$ cat config.mk
export PLATFORM = sky130hd
export DESIGN_NAME = xbee_uart_rx
export DESIGN_NICKNAME = d
export VERILOG_FILES = /design/src/rtl/xbee_uart_rx.sv
export SDC_FILE = /design/constraint.sdc
export NUM_CORES = 1
export LEC_CHECK = 0
export BUFFER_PORTS_ARGS = -buffer_cell sky130_fd_sc_hd__buf_4
export CELL_PAD_IN_SITES_DETAIL_PLACEMENT = 0
export CELL_PAD_IN_SITES_GLOBAL_PLACEMENT = 2
export CORE_ASPECT_RATIO = 2
export CORE_MARGIN = 1.5
export CORE_UTILIZATION = 39
export DETAILED_ROUTE_END_ITERATION = 16
export GPL_ROUTABILITY_DRIVEN = 0
export HOLD_SLACK_MARGIN = 0.15
export PLACE_DENSITY = 0.85
export SLEW_MARGIN = 30
export SYNTH_ARGS = -nofsm -noshare
export SYNTH_HDL_FRONTEND = slang
export SYNTH_SLANG_ARGS = --single-unit
$ cat constraint.sdc
create_clock -name clk -period 3.4 [get_ports clk]
set_input_delay 1.02 -clock clk [delete_from_list [all_inputs] [get_ports clk]]
set_output_delay 1.02 -clock clk [all_outputs]
set_load 0.05 [all_outputs]
$ cat src/rtl/xbee_uart_rx.sv
// 8N1 UART receiver for the XBee DOUT line: two-flop synchronizer, centre-of-bit sampling.
// Latency: byte appears HALF_BIT+9*CLKS_PER_BIT+1 cycles after the synchronized start edge; no backpressure.
module xbee_uart_rx #(
    parameter int CLKS_PER_BIT = 5208,
    parameter int HALF_BIT     = 2604
) (
    input  logic       clk,
    input  logic       rst,
    input  logic       rx,
    output logic [7:0] data_out,
    output logic       data_valid,
    output logic       frame_err,
    output logic       busy
);

    localparam logic [13:0] BIT_LAST  = 14'(CLKS_PER_BIT - 1);
    localparam logic [13:0] HALF_LAST = 14'(HALF_BIT - 1);

    typedef enum logic [2:0] {
        IDLE,
        START,
        DATA,
        STOP,
        BRK
    } state_t;

    state_t      state;
    logic        rx_q;
    logic        rx_s;
    logic [13:0] cnt;
    logic [2:0]  bit_idx;
    logic [7:0]  sh;

    always_ff @(posedge clk) begin
        if (rst) begin
            rx_q       <= 1'b1;
            rx_s       <= 1'b1;
            state      <= IDLE;
            cnt        <= '0;
            bit_idx    <= '0;
            sh         <= '0;
            data_out   <= '0;
            data_valid <= 1'b0;
            frame_err  <= 1'b0;
            busy       <= 1'b0;
        end else begin
            rx_q       <= rx;
            rx_s       <= rx_q;
            data_valid <= 1'b0;
            frame_err  <= 1'b0;

            case (state)
                IDLE: begin
                    cnt <= '0;
                    if (!rx_s) begin
                        state <= START;
                        busy  <= 1'b1;
                    end
                end

                // A start bit that is high again at its centre is treated as a glitch.
                START: begin
                    if (cnt == HALF_LAST) begin
                        cnt <= '0;
                        if (!rx_s) begin
                            state   <= DATA;
                            bit_idx <= '0;
                        end else begin
                            state <= IDLE;
                            busy  <= 1'b0;
                        end
                    end else begin
                        cnt <= cnt + 14'd1;
                    end
                end

                DATA: begin
                    if (cnt == BIT_LAST) begin
                        cnt <= '0;
                        sh  <= {rx_s, sh[7:1]};
                        if (bit_idx == 3'd7) begin
                            state <= STOP;
                        end else begin
                            bit_idx <= bit_idx + 3'd1;
                        end
                    end else begin
                        cnt <= cnt + 14'd1;
                    end
                end

                // Returning to IDLE at the stop-bit centre leaves half a bit to catch the next start edge.
                STOP: begin
                    if (cnt == BIT_LAST) begin
                        cnt <= '0;
                        if (rx_s) begin
                            data_out   <= sh;
                            data_valid <= 1'b1;
                            state      <= IDLE;
                            busy       <= 1'b0;
                        end else begin
                            frame_err <= 1'b1;
                            state     <= BRK;
                        end
                    end else begin
                        cnt <= cnt + 14'd1;
                    end
                end

                BRK: begin
                    cnt <= '0;
                    if (rx_s) begin
                        state <= IDLE;
                        busy  <= 1'b0;
                    end
                end

                default: begin
                    state <= IDLE;
                    cnt   <= '0;
                    busy  <= 1'b0;
                end
            endcase
        end
    end

endmodule

# After elaboration in Yosys (flattened, before gate mapping)
# Cells that the tools add are included.
[word_totals]
ff_bits = 41
latch_bits = 0
ram_bits = 0
romBits = 0
inputBits = 3
out_inout_bits = 11
elab_cells = 63
mem_count = 0
[op_classes]
add_sub_neg = 2
multipliers = 0
n_div = 0
order_cmp = 0
eq_ne = 15
shift = 0
mux = 24
bitwise_logic = 3
n_reduce_logical = 9
[op_table]
columns = ["cell", "count"]
rows = [
  ["$mux W3", 11],
  ["$mux W14", 2],
  ["$pmux W14 S2", 1],
  ["$ne A2 B2 Y1 const B", 8],
  ["$pmux W3 S5", 1],
  ["$add A14 B1 Y14 const B", 1],
  ["$eq A14 B12 Y1 const B", 1],
  ["$eq A14 B13 Y1 const B", 1],
  ["$eq A3 B2 Y1 const B", 2],
  ["$eq A3 B3 Y1 const B", 2],
  ["$mux W1", 6],
  ["$pmux W3 S2", 1],
  ["$reduce_and A6 Y1", 1],
  ["$pmux W1 S5", 1],
  ["$reduce_and A5 Y1", 1],
  ["$reduce_and A4 Y1", 1],
  ["$add A3 B1 Y3 const B", 1],
  ["$eq A3 B1 Y1 const B", 1],
  ["$logic_not A3 Y1", 1],
  ["$not A1 Y1", 3],
  ["$reduce_and A3 Y1", 1],
  ["$reduce_or A3 Y1", 1],
  ["$mux W2", 1],
  ["$reduce_and A2 Y1", 1],
  ["2 further kinds", 2],
]

# Logic depth before layout (Yosys ltp)
# Gate-level depths: netlist (run 1).
[logic_depth]
ltp_word = 4
ltp_mapped = 7
ltp_nobuf = 6

# Worst setup path after synthesis (run 1)
# No wires, ideal clock.
[synth_timing]
kind = "flip-flop to flip-flop"
from = "register cnt[0]"
to = "register cnt[11]"
setup_ns = 0.064
arrival_time_ns = 1.765
required_ns = 3.336
path_slack_ns = 1.571
stages_incl_launch_ff = 8
n_path_buf = 1
period_less_slack_ns = 1.829
cell_sequence = "dfxtp_1 > ha_1 > nand2_1 > nor3_1 > a311o_1 > a2111o_1 > buf_6 > nor2_1"
[synth_via]
elab_chain_cells = 3
elab_cells_between_ends = 6
classes_between = "add/sub (1); eq/ne (2); mux (3)"
[synth_rtl]
columns = ["item", "line_no", "text"]
rows = [
  ["start, declared", "30", "logic [13:0] cnt;"],
  ["start signal, assigned", "73", "cnt <= cnt + 14'd1;"],
  ["start signal, assigned", "87", "cnt <= cnt + 14'd1;"],
  ["start signal, assigned", "105", "cnt <= cnt + 14'd1;"],
  ["$add A14 B1 Y14, or another cell as far along", "73, 87, 105", ""],
  ["$mux W14 (on tied branches)", "78, 93, 63", ""],
  ["$pmux W14 S2 *", "52", "case (state)"],
]
# Mark *: on every way between the ends. The rest lies on a longest branch, timed or not.
# A chain may end at the register's enable or synchronous reset.

# Worst setup path in the final report (run 1)
[layout_timing]
from = "register state[2]"
to = "register bit_idx[0]"
[layout_via]
elab_chain_cells = 3
elab_cells_between_ends = 9
classes_between = "eq/ne (6); mux (1); reduce/logical (2)"
[layout_rtl]
columns = ["item", "line_no", "text"]
rows = [
  ["start, declared", "27", "state_t state;"],
  ["start signal, assigned", "38", "state <= IDLE;"],
  ["start signal, assigned", "56", "state <= START;"],
  ["start signal, assigned", "66", "state <= DATA;"],
  ["$eq A3 B2 Y1 or $eq A3 B1 Y1 (tied branches)", "52", ""],
  ["$ne A2 B2 Y1 (no source line) or $reduce_bool A2 Y1 (tied branches)", "-", ""],
  ["$reduce_and A5 Y1 (no source line)", "-", ""],
  ["end signal, assigned", "84", "bit_idx <= bit_idx + 3'd1;"],
  ["end, declared", "31", "logic [2:0] bit_idx;"],
]
# Parallel ways exist; a longest one is shown, timed or not.

==> results of run 1 <==
layer usage:
layer	up-vias	track usage	wire length (um)
met1	667	0.152	1350
li1	697	-	-
met2	16	0.304	2090
met5	-	0	0
met4	0	0.0607	72
met3	7	0.0315	64
through the flow:
stage | setup slack [ns] | total power [mW] | utilization | hold WS, ns | area, um2
2_1_floorplan | 1.57 | 0.550 | - | 0.389 | 1820
3_3_place_gp | 1.38 | 0.564 | 0.428 | 0.394 | 1950
3_5_place_dp | 1.31 | 0.565 | 0.428 | 0.402 | 1950
4_1_cts | 1.33 | 0.934 | 0.451 | 0.422 | 2050
5_1_grt | 1.12 | 0.958 | 0.451 | 0.424 | 2050
6_report | 1.36 | 0.921 | 0.451 | 0.418 | 2050
cells by family (layout without fill, tap and decap cells):
family,after synthesis,count (layout)
compound gates,15,15
xor+xnor,13,13
fa+ha+maj,3,3
buf+inv,14,27
flops,41,41
mux,17,17
simple gates,93,93
critical path, delay by kind of cell, from the launching register on:
kind | cells | cell delay [ns]
mux | 1 | 0.30
compound gates | 1 | 0.45
simple gates | 3 | 0.78
flops | 1 | 0.40
worst max-delay path by stage:
stage	from	endpoint	slack (ns)	depth (start not counted)
finish	state[2]$_SDFFE_PP0P_	bit_idx[0]$_SDFFE_PP0P_	1.36	5
global route	cnt[10]$_SDFF_PP0_	bit_idx[2]$_SDFFE_PP0P_	1.12	5
CTS	cnt[0]$_SDFF_PP0_	cnt[13]$_SDFF_PP0_	1.33	6
detailed placement	rst	cnt[13]$_SDFF_PP0_	1.31	3
global placement	rst	cnt[12]$_SDFF_PP0_	1.38	3
floorplan	cnt[0]$_SDFF_PP0_	cnt[11]$_SDFF_PP0_	1.57	7
final cells by class:
type,count,area [um2]
Clock buffer,5,68.8
Clock inverter,2,35.0
Fill cell,461,2500
Inverter,7,26.3
Multi-Input combinational cell,141,935
Sequential cell,41,821
Tap cell,55,68.8
Timing Repair Buffer,13,97.6
registers in the layout (all words and copies together), names as in the netlist:
register and cells:
bit_idx 3, data_out 8, state 3, rx_q 1, data_valid 1, frame_err 1
cnt 14, sh 8, busy 1, rx_s 1
layout by cell type (no fill, tap or decap), types with 4 or more instances in the layout:
master,count
buf_4,13
clkbuf_8,5
dfxtp_1,41
inv_1,7
mux2i_1,16
nand2_1,14
nand3_1,8
nor2_1,37
nor3_1,8
or2_2,4
xnor2_1,8
xor2_1,5
power groups by stage:
| stage | Sequential [mW] | Clock (mW) | Combinational [mW] |
|---|---|---|---|
| 2_1_floorplan | 0.509 | 0 | 0.0413 |
| 3_3_place_gp | 0.504 | 0 | 0.0597 |
| 3_5_place_dp | 0.505 | 0 | 0.0606 |
| 4_1_cts | 0.493 | 0.380 | 0.0608 |
| 5_1_grt | 0.495 | 0.397 | 0.0664 |
| 6_report | 0.494 | 0.366 | 0.0610 |
==> flow_metrics.py, run 1 <==
metrics = {
    "logic_synthesis": {
        "synth-edff-count": 0,
        "syn_area_per_cell_um2": 9.27,
        "yosys-top-cells-count": "dfxtp_1, nor2_1, mux2i_1",
        "muxShareOfSynthArea": 0.0944,
        "synth_compound_area_frac": 0.0654,
        "ys_ff_latch": 41,
        "synth_top_family_by_area": "simple AND/OR/NAND/NOR gates",
        "synth_fp_nets": 202,
        "synth_top_area_share": 0.452,
        "synth_area_leaders": "dfxtp_1, mux2i_1, nor2_1, xnor2_1, nand2_1",
        "synth_most_common_cell": "dfxtp_1",
        "synthAdderAreaFrac": 0.0207,
        "synth_cell_types": 39,
        "syn-cell-area_um2": 1820,
        "async_flop_share": 0,
        "synthSimpleGateAreaFrac": 0.271,
        "synth_xor_area_frac": 0.0627,
        "yosysWarnings": 0,
        "netlist_instances": 196,
        "yosysSeqAreaShare": 0.452,
        "synth_top_area_cell": "dfxtp_1",
        "synth_ff_type": "dfxtp_1",
    },
    "setup_path": {
        "worstPathRequired_ns": 3.57,
        "crit_chain": "nor2_1 > nand2_1 > o31ai_1 > nand2_1 > mux2_2",
        "critPathMaxFanout": 8,
        "cp_slowest_cell": "o31ai_1",
        "cp-start-kind": "flip-flop",
        "rr_endpoint": "bit_idx[0]$_SDFFE_PP0P_",
        "crit_path_frequent_cell": "nand2_1",
        "r2r_cells": 5,
        "arrival_ns": 2.22,
        "slowest_delay_ns": 0.45,
        "r2r_slack_ns": 1.36,
        "critPathKind": "reg -> reg",
        "cp-end-kind": "flip-flop",
        "crit-reg2reg-launch": "state[2]$_SDFFE_PP0P_",
    },
    "cells_and_area": {
        "antenna_cells": 0,
        "final_layout_size_suffix_gt1_frac": 0.144,
        "area_growth_pct": 12.9,
        "nets": 215,
        "final_cell_count_no_fill": 264,
    },
    "timing": {
        "tightest_slew_ns": 0.426,
        "layout_worst_path_cycle_share": 0.601,
        "hold_viol": 0,
        "max-slew-margin-rel": 0.713,
        "totalNegativeSetupSlack_ns": 0,
        "min_period_ns": 2.04,
        "fmax_mhz": 489,
        "rsz0062_at_grt": "false",
        "report.final.slew_viol_count": 0,
        "fin_skew_ns": 0.00542,
        "setup_violations": 0,
    },
    "clock_network": {
        "cts_buffer_depth": 2,
        "hold_buffers": 0,
        "h-tree-depth": 2,
        "cts_buffers": 5,
        "clkLatencyLatePin_ns": 0.29,
        "cts_tree": "built",
        "cts_resized": 0,
        "cts_sinks": 41,
        "root_buffer": "clkbuf_8",
        "cts.clk_slew.worst_paths_ns": 0.07,
        "post_cts_buffers": 0,
    },
    "pwr": {
        "power_switching_mw": 0.200,
        "total_leakage_power_nw": 0.817,
        "powerDensity_nw_per_um2": 449,
        "ir_worst_vdd_mv": 0.367,
        "p_int_mw": 0.721,
        "power.share.clock": 0.398,
        "switching_share": 0.217,
        "p_seq_frac": 0.536,
        "combPwrFrac": 0.066,
    },
    "detailed_routing": {
        "wl_per_cell_um": 13.5,
        "routed_wl_um": 3580,
        "first_iter_violations": 17,
        "drc": 0,
        "via_per_inst": 5.25,
        "firstDrtPassIters": 4,
        "vias": 1387,
        "ant_nets": 0,
    },
    "floorplan": {
        "die_y_um": 99.5,
        "io_pins": 14,
        "start_util": 0.399,
        "die_x_um": 51.3,
        "core_um2": 4550,
        "rows": 35,
        "dieArea_um2": 5100,
    },
    "global_route": {
        "grt_usage": 0.156,
        "grt_first_pass_wirelength_um": 6150,
        "grt_max_degree": 32,
        "grt_pass1_vias": 1397,
        "antenna_found_initial": 0,
        "gr-total-overflow": 0,
    },
    "outcome": {
        "outcome": "finished clean",
    },
    "flow_run": {
        "max-cap-violations": 0,
    },
    "min_path": {
        "min_path_type": "reg -> reg",
        "min_from": "rx_q$_SDFF_PP1_",
        "min_path_cells": 1,
        "whs_endpoint": "rx_s$_SDFF_PP1_",
    },
    "placed_design": {
        "dp_cells": 257,
        "portBuffers": 13,
        "hpwl_um": 2750,
    },
}
Note: power is estimated with default switching activity, not from simulation.
==> run 2: changes to the inputs <==
CORE_UTILIZATION = 37   (was 39)
PLACE_DENSITY = 0.82   (was 0.85)
clock period = 2.12 ns   (was 3.4 ns; I/O delays follow)
==> run 2 against run 1 <==
Compared with the run above:
- count of clock-buffer cells in the layout increased by 1
- non-clock buffer count up 7
- die area grew 5.2%
- first-iteration DRC count decreased by 12%
- clock skew grew 0.00052 ns
- total power rose by 69%
- sequential share of layout area down 1.4 points
==> flow_metrics.py, run 2 (synthesis results as in run 1) <==
metrics = {
    "clock_network": {
        "cts_buffer_depth": 2,
        "cts.clk_slew.worst_paths_ns": 0.08,
        "hold_buffers": 0,
        "cts_tree": "built",
        "cts_buffers": 5,
        "h-tree-depth": 2,
        "cts_sinks": 41,
        "clkLatencyLatePin_ns": 0.29,
        "root_buffer": "clkbuf_8",
    },
    "floorplan": {
        "rows": 35,
        "io_pins": 14,
        "die_y_um": 102,
        "start_util": 0.391,
        "core_um2": 4640,
        "dieArea_um2": 5370,
        "die_x_um": 52.6,
    },
    "pwr": {
        "total_leakage_power_nw": 0.857,
        "powerDensity_nw_per_um2": 733,
        "ir_worst_vdd_mv": 0.540,
        "power_mw": 1.56,
    },
    "timing": {
        "tightest_slew_ns": 0.379,
        "layout_worst_path_cycle_share": 0.959,
        "hold_viol": 0,
        "timing.final.ws_setup_ns": 0.0878,
        "max-slew-margin-rel": 0.747,
        "fmax_mhz": 492,
        "min_period_ns": 2.03,
        "report.final.slew_viol_count": 0,
        "fin_skew_ns": 0.00594,
        "hold_slack_ns": 0.432,
        "setup_violations": 0,
    },
    "min_path": {
        "whs_endpoint": "rx_s$_SDFF_PP1_",
        "min_path_cells": 1,
        "min_from": "rx_q$_SDFF_PP1_",
        "min_path_type": "reg -> reg",
    },
    "detailed_routing": {
        "routed_wl_um": 3790,
        "drc": 0,
        "ant_nets": 0,
        "vias": 1393,
        "via_per_inst": 5.12,
        "firstDrtPassIters": 4,
        "wl_per_cell_um": 13.9,
        "first_iter_violations": 15,
    },
    "cells_and_area": {
        "largest_reg_flops": 14,
        "area_growth_pct": 17.1,
        "final_layout_size_suffix_gt1_frac": 0.184,
        "utilization": 0.458,
        "nets": 222,
        "largestRegisters": "cnt x14, data_out x8, sh x8",
        "final_cell_mix": "dfxtp_1, nor2_1, buf_4",
        "fillerInstances": 485,
        "final_common_cell": "dfxtp_1",
        "antenna_cells": 0,
        "regMostFlops": "cnt",
        "final_area_um2": 2130,
    },
    "outcome": {
        "outcome": "finished clean",
    },
    "setup_path": {
        "critPathKind": "reg -> reg",
        "cp-end-kind": "flip-flop",
        "r2r_cells": 6,
        "arrival_ns": 2.22,
        "critPathMaxFanout": 8,
        "crit-reg2reg-launch": "cnt[9]$_SDFF_PP0_",
        "cp_slowest_cell": "or4b_4",
        "rr_endpoint": "sh[3]$_SDFFE_PP0P_",
        "worstPathRequired_ns": 2.31,
        "cp-start-kind": "flip-flop",
        "crit_chain": "or4b_4 > nor4_4 > buf_4 > nand3_4 > mux2i_1 > nor2_1",
        "critPathLaunch": "cnt[9]$_SDFF_PP0_",
        "slowest_delay_ns": 0.58,
        "r2r_slack_ns": 0.09,
    },
    "placed_design": {
        "dp_worst_setup_slack_ns": 0.103,
        "placed_area_um2": 1990,
        "portBuffers": 13,
        "hpwl_um": 2870,
    },
    "flow_run": {
        "max-cap-violations": 0,
    },
    "global_route": {
        "antenna_found_initial": 0,
        "grt_max_degree": 21,
        "grt_pass1_vias": 1411,
        "grt_first_pass_wirelength_um": 6270,
        "grt_usage": 0.159,
        "gr-total-overflow": 0,
    },
}
run 2: cell types whose count changed in the layout (fill, tap and decap cells not counted), sizes merged:
cell / previous run / this run
buf: 13 / 20
clkinv: 1 / 0
clkbuf: 5 / 6
clkinvlp: 0 / 1
run 2: per-layer routing:
layer	share of wire	GRT usage	wire, um	up-vias
li1	-	-	-	713
met1	0.37	0.142	1410	653
met2	0.58	0.306	2190	20
met3	0.024	0.0351	91	7
met4	0.025	0.0907	93	0
met5	0	0	0	-
run 2: worst max-delay path by stage:
stage | depth (start not counted) | end
floorplan | 7 | cnt[11]$_SDFF_PP0_
global placement | 5 | data_out[0]$_SDFFE_PP0P_
detailed placement | 5 | data_out[7]$_SDFFE_PP0P_
CTS | 5 | sh[3]$_SDFFE_PP0P_
global route | 6 | sh[3]$_SDFFE_PP0P_
finish | 6 | sh[3]$_SDFFE_PP0P_
run 2: layout make-up:
class,count,area (um2),area share
sequential,41,821,0.386
timing repair buffer,20,150,0.0706
multi-input combinational,141,941,0.442
clock buffer,6,82.6,0.0388
clock inverter,2,37.5,0.0176
inverter,7,26.3,0.0124
tap,55,68.8,0.0324
run 2: report_power, final:
| part | switching (mW) | total, mW | internal [mW] | leakage (nW) |
|---|---|---|---|---|
| sequential | 0.0108 | 0.790 | 0.779 | 0.331 |
| combinational | 0.0657 | 0.111 | 0.0454 | 0.468 |
| clock | 0.274 | 0.657 | 0.383 | 0.0574 |
run 2: worst max-delay path: cells and delay by family, from the launching register on:
| family | cells | cell delay (ns) |
|---|---|---|
| buf+inv | 1 | 0.20 |
| flops | 1 | 0.39 |
| mux | 1 | 0.23 |
| simple gates | 4 | 1.11 |
run 2: timing repair:
action                     CTS  global route
buffers inserted             0             1
setup endpoints to repair    0             7
resized for setup            0             2
run 2: metrics by stage:
stage,cells,TNS [ns]
final,272,0
after global routing,272,-0.0194
after CTS,271,0
after detailed placement,263,0
after global placement,263,0
after floorplan,196,0
